[src/rtl/tt_capture_pkg.sv]
`default_nettype none
// ============================================================================
// Module      : tt_capture_pkg
// Description : Shared types and helpers for the truth-table capture block:
//               FSM state encoding, table-width helper and the mapping from
//               an input combination to its bit position in the table code.
// Revision    : 1.0 - initial release
// ============================================================================
package tt_capture_pkg;

  // Default number of DUT inputs and the resulting truth-table width
  localparam int TT_N_IN = 3;
  localparam int TT_W    = 2 ** TT_N_IN;

  // Capture sequencer states
  typedef enum logic [1:0] {
    ST_IDLE   = 2'd0,
    ST_SETTLE = 2'd1,
    ST_SAMPLE = 2'd2,
    ST_DONE   = 2'd3
  } tt_state_e;

  // Table width for a given number of DUT inputs
  function automatic int unsigned tt_width(input int unsigned n_in);
    return 32'd1 << n_in;
  endfunction

  // Combination 0 lands in the MSB so the captured code reads like the
  // benchmark's hex name (e.g. 0x87).
  function automatic int unsigned tt_bit_index(input int unsigned combo,
                                               input int unsigned n_in = TT_N_IN);
    return tt_width(n_in) - 32'd1 - combo;
  endfunction

endpackage : tt_capture_pkg
`default_nettype wire

[src/rtl/tt_settle_timer.sv]
`default_nettype none
// ============================================================================
// Module      : tt_settle_timer
// Description : Loadable down-counter. Counts down while enabled and stops
//               at zero; the terminal-count flag is high at zero.
// Revision    : 1.0 - initial release
// ============================================================================
module tt_settle_timer #(
  parameter int W = 8
) (
  input  logic         clk,
  input  logic         rst,
  input  logic         i_load,
  input  logic [W-1:0] i_load_val,
  input  logic         i_en,
  output logic         o_tc
);

  logic [W-1:0] r_count;

  // Load wins over counting; the count saturates at zero
  always_ff @(posedge clk) begin
    if (rst) begin
      r_count <= '0;
    end else if (i_load) begin
      r_count <= i_load_val;
    end else if (i_en && (r_count != '0)) begin
      r_count <= r_count - 1'b1;
    end
  end

  assign o_tc = (r_count == '0);

endmodule : tt_settle_timer
`default_nettype wire

[src/rtl/truth_table_capture.sv]
`default_nettype none
// ============================================================================
// Module      : truth_table_capture
// Description : Sweeps every input combination into a combinational DUT,
//               holds each for a programmable settle time, samples the DUT
//               output and assembles the truth-table code. The captured code
//               is compared against a reference latched at start.
// Revision    : 1.0 - initial release
// ============================================================================
module truth_table_capture
  import tt_capture_pkg::*;
#(
  parameter int N_IN          = 3,
  parameter int SETTLE_CYCLES = 4
) (
  input  logic                 clk,
  input  logic                 rst,
  input  logic                 start,
  input  logic                 abort,
  input  logic [2**N_IN-1:0]   expected,
  output logic [N_IN-1:0]      probe_out,
  input  logic                 probe_in,
  output logic                 busy,
  output logic                 done,
  output logic [2**N_IN-1:0]   table_out,
  output logic                 valid,
  output logic                 match
);

  localparam int              c_tt_w        = 2 ** N_IN;
  // The timer counts SETTLE_CYCLES-1 down to zero while in SETTLE
  localparam logic [7:0]      c_settle_load = 8'(SETTLE_CYCLES - 1);

  tt_state_e             r_state;
  logic [N_IN-1:0]       r_combo;
  logic [c_tt_w-1:0]     r_shadow;
  logic [c_tt_w-1:0]     r_expected;
  logic [N_IN-1:0]       r_probe;
  logic                  r_busy;
  logic                  r_done;
  logic [c_tt_w-1:0]     r_table;
  logic                  r_valid;
  logic                  r_match;

  logic                  w_timer_load;
  logic                  w_timer_en;
  logic                  w_settled;
  logic                  w_last;
  logic [N_IN-1:0]       w_bit_idx;
  logic [c_tt_w-1:0]     w_shadow_next;

  assign w_last    = &r_combo;
  assign w_bit_idx = N_IN'(tt_bit_index(32'(r_combo), N_IN));

  // Shadow table with the current sample merged in, used on SAMPLE cycles
  always_comb begin
    w_shadow_next            = r_shadow;
    w_shadow_next[w_bit_idx] = probe_in;
  end

  // Reload the settle timer whenever a new combination starts being driven
  assign w_timer_load = ((r_state == ST_IDLE) && start) ||
                        ((r_state == ST_SAMPLE) && !abort && !w_last);
  assign w_timer_en   = (r_state == ST_SETTLE);

  tt_settle_timer #(
    .W (8)
  ) u_settle_timer (
    .clk        (clk),
    .rst        (rst),
    .i_load     (w_timer_load),
    .i_load_val (c_settle_load),
    .i_en       (w_timer_en),
    .o_tc       (w_settled)
  );

  // Sweep sequencer; every output is registered and updated alongside state
  always_ff @(posedge clk) begin
    if (rst) begin
      r_state    <= ST_IDLE;
      r_combo    <= '0;
      r_shadow   <= '0;
      r_expected <= '0;
      r_probe    <= '0;
      r_busy     <= 1'b0;
      r_done     <= 1'b0;
      r_table    <= '0;
      r_valid    <= 1'b0;
      r_match    <= 1'b0;
    end else begin
      r_done <= 1'b0;
      unique case (r_state)
        ST_IDLE: begin
          // start beats a simultaneous abort; abort alone does nothing here
          if (start) begin
            r_expected <= expected;
            r_combo    <= '0;
            r_shadow   <= '0;
            r_probe    <= '0;
            r_valid    <= 1'b0;
            r_match    <= 1'b0;
            r_busy     <= 1'b1;
            r_state    <= ST_SETTLE;
          end
        end

        ST_SETTLE: begin
          if (abort) begin
            r_probe <= '0;
            r_busy  <= 1'b0;
            r_state <= ST_IDLE;
          end else if (w_settled) begin
            r_state <= ST_SAMPLE;
          end
        end

        ST_SAMPLE: begin
          if (abort) begin
            r_probe <= '0;
            r_busy  <= 1'b0;
            r_state <= ST_IDLE;
          end else begin
            r_shadow <= w_shadow_next;
            if (w_last) begin
              // Publish results so they appear together with the done pulse
              r_table <= w_shadow_next;
              r_match <= (w_shadow_next == r_expected);
              r_valid <= 1'b1;
              r_done  <= 1'b1;
              r_probe <= '0;
              r_busy  <= 1'b0;
              r_state <= ST_DONE;
            end else begin
              r_combo <= r_combo + 1'b1;
              r_probe <= r_combo + 1'b1;
              r_state <= ST_SETTLE;
            end
          end
        end

        ST_DONE: begin
          r_state <= ST_IDLE;
        end

        default: begin
          r_state <= ST_IDLE;
        end
      endcase
    end
  end

  assign probe_out = r_probe;
  assign busy      = r_busy;
  assign done      = r_done;
  assign table_out = r_table;
  assign valid     = r_valid;
  assign match     = r_match;

endmodule : truth_table_capture
`default_nettype wire

[config.mk]
export PLATFORM = sky130hd
export DESIGN_NAME = truth_table_capture
export DESIGN_NICKNAME = d
export VERILOG_FILES = /design/src/rtl/tt_capture_pkg.sv /design/src/rtl/tt_settle_timer.sv /design/src/rtl/truth_table_capture.sv
export SDC_FILE = /design/constraint.sdc
export NUM_CORES = 1
export LEC_CHECK = 0
export BUFFER_PORTS_ARGS = -buffer_cell sky130_fd_sc_hd__buf_2
export CAP_MARGIN = 10
export CORE_ASPECT_RATIO = 0.7
export CORE_MARGIN = 2
export CORE_UTILIZATION = 39
export CTS_CLUSTER_DIAMETER = 100
export DETAILED_ROUTE_END_ITERATION = 16
export GPL_TIMING_DRIVEN = 0
export HOLD_SLACK_MARGIN = 0.12
export PLACE_DENSITY = 0.55
export SKIP_LAST_GASP = 1
export SYNTH_ARGS = -nofsm -noshare
export SYNTH_HDL_FRONTEND = slang
export SYNTH_SLANG_ARGS = --single-unit
[constraint.sdc]
create_clock -name clk -period 3.95 [get_ports clk]
set_clock_uncertainty 0.2 [all_clocks]
set_input_delay 0.1975 -clock clk [delete_from_list [all_inputs] [get_ports clk]]
set_output_delay 0.1975 -clock clk [all_outputs]
set_load 0.005 [all_outputs]
---- Yosys cells after proc, flatten, opt, wreduce, memory -nomap -nowiden ----
Index checks and enable logic that the tools add are counted.
word-level totals
  bits of input ports ..................... 13
  register bits after elaboration ......... 44
  word-level logic and storage cells ...... 90
operators by class
  bitwise operators ....................... 2
  reduce and logical (&&, ||, !) cells .... 25
  add/subtract/negate cells ............... 3
  mux-type cells .......................... 35
  equality and inequality tests ........... 11
  magnitude comparators ................... 2
operators by type and width
  operator                                                     count
  two-way mux 3 bit                                            6
  two-way mux 8 bit                                            2
  case mux 8 bit (2 select lines)                              1
  two-way mux 2 bit                                            7
  AND reduction 4 bit                                          3
  two-way mux 1 bit                                            11
  inequality test 2 bit (second input constant)                5
  case mux 3 bit (3 select lines)                              1
  AND reduction 3 bit                                          3
  bitwise mux 8 bit                                            1
  equality test 8 bit                                          1
  zero test 8 bit                                              1
  case mux 2 bit (4 select lines)                              1
  nonzero test 8 bit                                           1
  subtractor 8 x 1 -> 8 bit (second input constant)            1
  inequality test 3 bit (second input constant)                2
  case mux 3 bit (2 select lines)                              1
  logical AND 1 bit                                            5
  AND reduction 5 bit                                          1
  equality test 2 bit (second input constant)                  2
  less-than comparator 3 x 4 -> 1 bit (second input constant)  1
  case mux 1 bit (2 select lines)                              2
  AND reduction 2 bit                                          2
  nonzero test 2 bit                                           2
  other kinds (13)                                             15

---- Logic depth before layout (Yosys ltp) ----
Gate-level depths: netlist of the first run.
  depth after elaboration ................. 10
  gate-level depth with buffers ........... 9

---- Cells and area by module ----
A second synthesis of the first run with hierarchy kept.
second synthesis, totals
  cells, all modules ...................... 289
  area total of the unflattened synthesis .. 2,452.4 µm²
modules (own cells, without submodules)
  module               times used  area an instance (µm²)  sequential area each (µm²)  cells an instance
  truth_table_capture  1           1,936.9                 720.7                       230
  tt_settle_timer      1           515.5                   160.2                       59

---- Least setup slack after synthesis of the first run ----
Ideal clock, no wire load.
  path type ............................... register to register
  start point ............................. reg r_combo[0]
  end point ............................... reg r_match (netlist: match)
  buffers on the path ..................... 1
  period minus slack after synthesis ...... 2.071 ns
  library setup time ...................... 0.084 ns
  data arrival time ....................... 1.787 ns
  stages on the path, launching flop included .. 9
  data required time ...................... 3.666 ns
  slack ................................... 1.879 ns
  cell sequence ........................... dfxtp_1 -> ha_1 -> ha_1 -> buf_2 -> and4bb_2 -> nand2_1 -> a311oi_1 -> o2111ai_1 -> o31ai_2
between the ends
  elaborated cells between the ends (all ways) .. 14
  classes of those cells .................. 1 x add/sub; 2 x order compare; 2 x eq/ne; 6 x mux; 3 x reduce/logical
RTL lines
  item                             line                        RTL
  start: declaration               truth_table_capture.sv:35   logic [N_IN-1:0] r_combo;
  start signal: assignment         truth_table_capture.sv:134  r_combo <= r_combo + 1'b1;
  AND reduction 3 bit              truth_table_capture.sv:52   assign w_last = &r_combo;
  via w_last                       truth_table_capture.sv:48   logic w_last;
  inequality test 2 bit (no line)  n/a
  AND reduction 4 bit (no line)    n/a
  end signal: assignment           truth_table_capture.sv:127  r_match <= (w_shadow_next == r_expected);
  end: declaration                 truth_table_capture.sv:43   logic r_match;
The timed path passes the listed nets, and every way through them passes these cells. The select of a mux whose other input is x is not followed.
A chain may end at the register's enable or synchronous reset.

---- Worst setup path after layout of the first run ----
Ends and elaborated chain as after synthesis.

==> metrics.md, run 1 <==
| Metric | Value |
|---|---|
| Area leader, netlist | dfxtp_1 |
| Layout overhead on the synthesized area | 18.7% |
| Post-CTS Setup Bufs | 0 |
| HPWL after DPL | 4220 um |
| Slew headroom | 0.558 |
| Crit path max fanout | 10 |
| Via-to-Cell Ratio | 5.21 |
| Pint | 0.687 mW |
| CTS Sinks | 44 |
| Worst Setup EP | match$_SDFFE_PP0P_ |
| CTS max path bufs | 2 |
| Final period util | 0.608 |
| Async set-or-reset flop fraction in the synthesized netlist | 0 |
| CP peak stage delay | 0.51 ns |
| Cell depth of the worst hold path | 4 |
| Antenna diodes | 0 |
| Clk pin slew, worst setup/hold paths | 0.09 ns |
| Synth Instances | 280 |
| Leak Pwr | 1.06 nW |
| Initial antenna violation count | 0 |
| Outcome | finished, final reports clean |
| Clock share of power | 0.290 |
| Critical Path RT | 3.97 ns |
| Initial Util | 0.403 |
| Sw Share | 0.314 |
| Detailed-route wire length | 5730 um |
| VDD IR-drop max | 0.000231 V |
| DRT Pass-1 Iters | 5 |
| WL/cell | 14.3 um |
| Vias in the first global route | 1789 |
| Vias | 2091 |
| GRT overflow | 0 |
| Post-route core utilization | 0.478 |
| Synth top area share | 0.382 |
| Setup Viol. Count Final | 0 |
| Layout Cells excl Fill | 401 |
| Global-route wire length before repair | 9250 um |
| Final Hold Vio Count | 0 |
| Worst Max-Slew Pin Slew | 0.661 ns |
| Sequential Area | 881 um2 |
| Register area share after synthesis | 0.382 |
| Core Area | 5730 um2 |
| Comb power frac | 0.221 |
| Most used flip-flop cell after synthesis | dfxtp_1 |
| Critical path, cell by cell | ha_1 -> ha_1 -> buf_2 -> and4bb_2 -> nand2_1 -> a311oi_1 -> o2111ai_1 -> o31ai_2 |
| Sw power | 0.315 mW |
| # port buffers | 26 |
| Syn_nets | 302 |
| Pwr/cell area | 366 nW/um2 |
| Synth Cell Area | 2310 um2 |
| Initial DRC Count | 139 |
| Reg2Reg Depth | 8 |
| Worst r2r src | r_combo[0]$_SDFFE_PP0P_ |
| Die Width | 96.0 um |
| R2R Path End | match$_SDFFE_PP0P_ |
| Flop pwr share | 0.490 |
| Site Rows | 23 |
| Critical path class | reg2reg |
| Maxcap violations | 0 |
| Die H | 68.4 um |
| ANT nets after route | 0 |
| Yosys reg bits | 44 |
| CP dominant cell by count | ha_1 |
| Routability cong. | 0.865 |
| Setup crit start kind | flop |
| H-tree levels | 2 |
| Critical path data arrival time | 2.42 ns |
| Syn. warnings | 0 |
| Total die area | 6560 um2 |
| Min Tclk post-route | 2.40 ns |
| HP Class | in2reg |
| F_max | 0.417 GHz |
| Setup Total Neg Slack | 0 ns |
| Slew Viols, Final | 0 |
| Nets | 347 |
| Synth cell count leaders | nand2_1 (45), dfxtp_1 (44), nor2_1 (29) |
| Crit path from | r_combo[0]$_SDFFE_PP0P_ |
| Largest net degree at the start of global routing | 15 |
| RSZ-0062 raised after global routing | no |
| Count leader, synth | nand2_1 |
| Mean Syn Cell Area | 8.24 um2 |
| Setup slack, reg-to-reg | 1.55 ns |
| Critical Path Sink Type | flop |
| Placed cell count | 381 |
| CP max stage cell | dfxtp_1 |
| PostCTS Resize Cnt | 0 |
| Layout cells sized above 1 | 0.163 |
| DRC | 0 |
| Fillers | 592 |
| Worst hold margin | 0.237 ns |
| CTS tree | built |
| Post-synth EDFFs | 0 |
| GRT Total Usage | 0.190 |
| Multi-input gate area | 1300 um2 |
| Cts bufs inserted | 5 |
| Area contributors post-synth | dfxtp_1 (38%), nand2_1 (7.3%), a21oi_1 (5.9%), ha_1 (4.9%), nor2_1 (4.7%) |
| Yosys cell types | 52 |
| Clock latency on the worst-skew pair | 0.31 ns |
| IO Pins | 28 |
| Root Driver | clkbuf_8 |
==> critical path: cells and delay by family (launching register included) <==
| kind | cells | cell delay, ns |
|---|---|---|
| compound gates | 3 | 0.70 |
| fa+ha+maj | 2 | 0.38 |
| buf+inv | 1 | 0.20 |
| flops | 1 | 0.51 |
| simple gates | 2 | 0.33 |
==> how the worst min path moves through the flow <==
stage | from | endpoint
global route | start | r_expected[2]$_SDFFE_PP0P_
CTS | start | r_expected[2]$_SDFFE_PP0P_
floorplan | expected[1] | r_expected[1]$_SDFFE_PP0P_
global placement | expected[7] | r_expected[7]$_SDFFE_PP0P_
finish | start | r_expected[3]$_SDFFE_PP0P_
detailed placement | expected[7] | r_expected[7]$_SDFFE_PP0P_
==> through the flow <==
stage / instance area, um2 / power [mW] / worst slack [ns]
after floorplan: 2310 / 0.659 / 1.88
after global placement: 2530 / 0.710 / 1.62
after detailed placement: 2530 / 0.711 / 1.61
after CTS: 2740 / 1.01 / 1.55
after global routing: 2740 / 1.06 / 1.41
final: 2740 / 1.00 / 1.55
==> final cells by class <==
| class | count | share of cell area |
|---|---|---|
| flip-flops and latches | 44 | 0.321 |
| plain buffers | 17 | 0.0301 |
| clock inverters | 3 | 0.00685 |
| clock buffers | 5 | 0.0251 |
| inverters | 12 | 0.0164 |
| multi-input cells | 207 | 0.474 |
| well taps | 75 | 0.0342 |
| repair buffers | 38 | 0.0913 |
==> sequential cells by signal (all words and copies together), names as in the netlist <==
name and cells:
r_expected 8, r_shadow 8, table_out 8, u_settle_timer.r_count 8, probe_out 3, r_combo 3, r_state 2, busy 1
done 1, match 1, valid 1
==> power groups by stage <==
stage | clock network [mW] | logic (mW) | registers (mW)
6_report | 0.290 | 0.221 | 0.491
5_1_grt | 0.321 | 0.248 | 0.495
4_1_cts | 0.301 | 0.220 | 0.491
3_5_place_dp | 0 | 0.210 | 0.501
3_3_place_gp | 0 | 0.208 | 0.501
2_1_floorplan | 0 | 0.164 | 0.495
==> repair_timing <==
item | in CTS | in global routing
hold buffers | 12 | 0
endpoints found under the hold margin | 11 | 0
setup endpoints to repair | 0 | 0
==> metal layers <==
| layer | up-vias | track usage | share of wire |
|---|---|---|---|
| met5 | - | 0 | 0 |
| met4 | 0 | 0.0589 | 0.014 |
| met3 | 9 | 0.0419 | 0.057 |
| met2 | 46 | 0.255 | 0.39 |
| met1 | 967 | 0.295 | 0.54 |
| li1 | 1069 | - | - |
==> cell families (layout without fill, tap and decap cells) <==
group / Yosys count / in the layout / share of synthesized area
and+or+nand+nor: 111 / 111 / 0.253
AOI/OAI and AO/OA: 71 / 71 / 0.196
buffers and inverters: 29 / 75 / 0.0553
DFF: 44 / 44 / 0.382
adders and majority gates: 9 / 9 / 0.0488
muxes: 5 / 5 / 0.0244
xor gates and xnor gates: 11 / 11 / 0.0417
==> cell usage in the layout (no fill, tap or decap), types with 4 or more instances in the layout <==
cell,synthesis,routed
nor2b_1,4,4
clkbuf_8,0,5
buf_2,3,29
o21ai_0,14,14
nor2_1,29,29
ha_1,9,9
xnor2_1,7,7
inv_1,12,12
dlygate4sd3_1,0,12
nor3b_1,4,4
dfxtp_1,44,44
a22oi_1,10,10
a21oi_1,27,27
clkbuf_1,9,9
xor2_1,4,4
a211oi_1,4,4
nand2_1,45,45
No activity file was read; power rests on OpenSTA's default activity.
==> inputs of run 2 (changes only) <==
--- a/config.mk
+++ b/config.mk
@@ -5,6 +5,7 @@
 export SDC_FILE = /design/constraint.sdc
 export NUM_CORES = 1
 export LEC_CHECK = 0
+export ABC_AREA = 1
 export BUFFER_PORTS_ARGS = -buffer_cell sky130_fd_sc_hd__buf_2
 export CAP_MARGIN = 10
 export CORE_ASPECT_RATIO = 0.7
@@ -14,7 +15,7 @@
 export DETAILED_ROUTE_END_ITERATION = 16
 export GPL_TIMING_DRIVEN = 0
 export HOLD_SLACK_MARGIN = 0.12
-export PLACE_DENSITY = 0.55
+export PLACE_DENSITY = 0.58
 export SKIP_LAST_GASP = 1
 export SYNTH_ARGS = -nofsm -noshare
 export SYNTH_HDL_FRONTEND = slang
==> constraint.sdc (replaced) <==
create_clock -name clk -period 1.94 [get_ports clk]
set_clock_uncertainty 0.2 [all_clocks]
set_input_delay 0.097 -clock clk [delete_from_list [all_inputs] [get_ports clk]]
set_output_delay 0.097 -clock clk [all_outputs]
set_load 0.005 [all_outputs]
==> metrics.md, run 2 <==
| Metric | Value |
|---|---|
| Outcome | finished, final reports clean |
| Fillers | 586 (-1.0%) |
| Largest net degree at the start of global routing | 13 (-2) |
| Final worst slack | 0.106 ns (-1.44 ns) |
| Worst Max-Slew Pin Slew | 0.593 ns (-0.0679 ns) |
| Fin area | 2820 um2 (+2.7%) |
| Initial DRC Count | 94 (-32%) |
| Vias | 2194 (+4.9%) |
| Syn_nets | 343 (+14%) |
| Total die area | 6350 um2 (-3.1%) |
| ANT nets after route | 0 (unchanged) |
| Core Area | 5610 um2 (-2.0%) |
| Yosys cell types | 30 (-42%) |
| Synth Cell Area | 2230 um2 (-3.3%) |
| Critical path class | reg2reg |
| Synth cell count leaders | nand2_1 (68), dfxtp_1 (44), inv_1 (38) |
| DRT Pass-1 Iters | 4 (-1) |
| Via-to-Cell Ratio | 4.90 (-6.1%) |
| Setup slack, reg-to-reg | 0.11 ns (-1.44 ns) |
| Synth top area share | 0.395 (+0.0130) |
| DRC | 0 (unchanged) |
| Root Driver | clkbuf_8 |
| F_max | 0.545 GHz (+31%) |
| Routability cong. | 0.775 (-10%) |
| Setup Viol. Count Final | 0 (unchanged) |
| Cts bufs inserted | 5 (unchanged) |
| HP Class | in2reg |
| Area contributors post-synth | dfxtp_1 (39%), nand2_1 (11%), a21oi_1 (8.1%), inv_1 (6.4%), nor2_1 (5.2%) |
| Commonest non-fill, non-tap cell in the layout | nand2_1 |
| Maxcap violations | 0 (unchanged) |
| Async set-or-reset flop fraction in the synthesized netlist | 0 (unchanged) |
| Commonest non-fill, non-tap cells in the layout | nand2_1 (65), dfxtp_1 (42), a21oi_1 (36), inv_1 (33), buf_2 (27) |
| Leak Pwr | 1.20 nW (+14%) |
| Slew headroom | 0.605 (+0.0469) |
| Pwr/cell area | 898 nW/um2 (+150%) |
| Die Width | 94.4 um (-1.6%) |
| Setup crit start kind | flop |
| Layout overhead on the synthesized area | 26.1% |
| DP Area | 2460 um2 (-2.8%) |
| Critical path data arrival time | 1.86 ns (-0.56 ns) |
| Final Hold Vio Count | 0 (unchanged) |
| Detailed-route wire length | 5820 um (+1.6%) |
| Layout cells sized above 1 | 0.188 (+0.0251) |
| Count leader, synth | nand2_1 |
| H-tree levels | 2 (unchanged) |
| Die H | 67.3 um (-1.6%) |
| Most used flip-flop cell after synthesis | dfxtp_1 |
| Initial Util | 0.398 (-0.00533) |
| GRT Total Usage | 0.193 (+0.00251) |
| Clk pin slew, worst setup/hold paths | 0.08 ns (about the same) |
| Global-route wire length before repair | 9370 um (+1.3%) |
| Critical Path Sink Type | flop |
| Area leader, netlist | dfxtp_1 |
| Nets | 394 (+14%) |
| IO Pins | 28 (unchanged) |
| Synth Instances | 321 (+15%) |
| Post-route core utilization | 0.502 (+0.0232) |
| Clock latency on the worst-skew pair | 0.29 ns (-0.02 ns) |
| CTS tree | built |
| CTS Sinks | 44 (unchanged) |
| Register area share after synthesis | 0.395 (+0.0130) |
| Yosys reg bits | 44 (unchanged) |
| Mean Syn Cell Area | 6.95 um2 (-16%) |
| Syn. warnings | 0 (unchanged) |
| Final period util | 0.945 (+0.338) |
| VDD IR-drop max | 0.000453 V (+96%) |
| Min Tclk post-route | 1.83 ns (-0.566 ns) |
| Vias in the first global route | 1988 (+11%) |
| Critical Path RT | 1.97 ns (-2.00 ns) |
| Slew Viols, Final | 0 (unchanged) |
| CTS max path bufs | 2 (unchanged) |
| # port buffers | 27 (+3.8%) |
| Post-synth EDFFs | 0 (unchanged) |
| RSZ-0062 raised after global routing | yes |
| Initial antenna violation count | 0 (unchanged) |
| Crit path max fanout | 10 (unchanged) |
| Placement Setup Slack | -0.129 ns (-1.74 ns) |
| Antenna diodes | 0 (unchanged) |
| Site Rows | 23 (unchanged) |
| GRT overflow | 0 (unchanged) |
| HPWL after DPL | 4160 um (-1.4%) |
| WL/cell | 13.0 um (-9.0%) |
| Tot Pwr | 2.53 mW (+150%) |
## run 2: cell families (layout without fill, tap and decap cells)
group	count (synthesis)	count (layout)	share of synthesized area
compound gates	69	69	0.161
xor+xnor	3	3	0.0118
fa+ha+maj	9	9	0.0504
buf+inv	52	104	0.0981
flops	44	44	0.395
simple gates	144	144	0.284
## run 2: power breakdown
| group | total (mW) | internal, mW | switching, mW |
|---|---|---|---|
| clock | 0.601 | 0.291 | 0.310 |
| sequential | 1.06 | 0.999 | 0.0597 |
| combinational | 0.869 | 0.323 | 0.546 |
## run 2: metal layers
layer | wire length, um | global-route usage | vias to the layer above
met5 | 0 | 0 | -
met4 | 88 | 0.0707 | 0
met3 | 236 | 0.0379 | 8
met2 | 2400 | 0.284 | 38
met1 | 3100 | 0.279 | 1001
li1 | - | - | 1147
## run 2: path summary, 6_finish.rpt
path / cells after the start / from / endpoint
setup / recovery: 12 / r_state[1]$_SDFFE_PP0P_ / match$_SDFFE_PP0P_
hold / removal: 3 / rst / probe_out[1]$_SDFFE_PP0P_
hold reg to reg: 2 / probe_out[1]$_SDFFE_PP0P_ / probe_out[1]$_SDFFE_PP0P_
setup reg to reg: 12 / r_state[1]$_SDFFE_PP0P_ / match$_SDFFE_PP0P_
## run 2: area by class of cell
cell class                 count  area, um2  share of cell area
multi-input combinational    225       1220               0.432
sequential                    44        883               0.314
timing repair buffer          44        300               0.107
inverter                      42        163              0.0578
tap                           75       93.8              0.0333
clock buffer                   8       90.1              0.0320
buffer                        10       67.6              0.0240
## run 2: critical path: stages (launching register included)
cell	delay, ns
dfxtp_2	0.34
inv_2	0.08
ha_2	0.19
inv_1	0.05
nor2_2	0.12
inv_2	0.08
nand2_4	0.10
inv_6	0.07
a21oi_4	0.17
buf_6	0.15
o21a_1	0.10
nor2_1	0.04
nor2_1	0.08
## run 2: timing repair
item	CTS	global route
buffers inserted	0	1
cloned	0	1
gates resized for setup	11	24
hold buffers	15	0
setup endpoints to repair	19	36
pin swaps	0	0
hold endpoints to repair	17	0
## run 2: through the flow
stage	setup TNS (ns)	cells	hold WS (ns)
2_1_floorplan	0	321	-0.0237
3_3_place_gp	-0.485	423	0.127
3_5_place_dp	-0.681	423	0.125
4_1_cts	-0.00702	446	0.159
5_1_grt	-0.0751	448	0.167
6_report	0	448	0.153
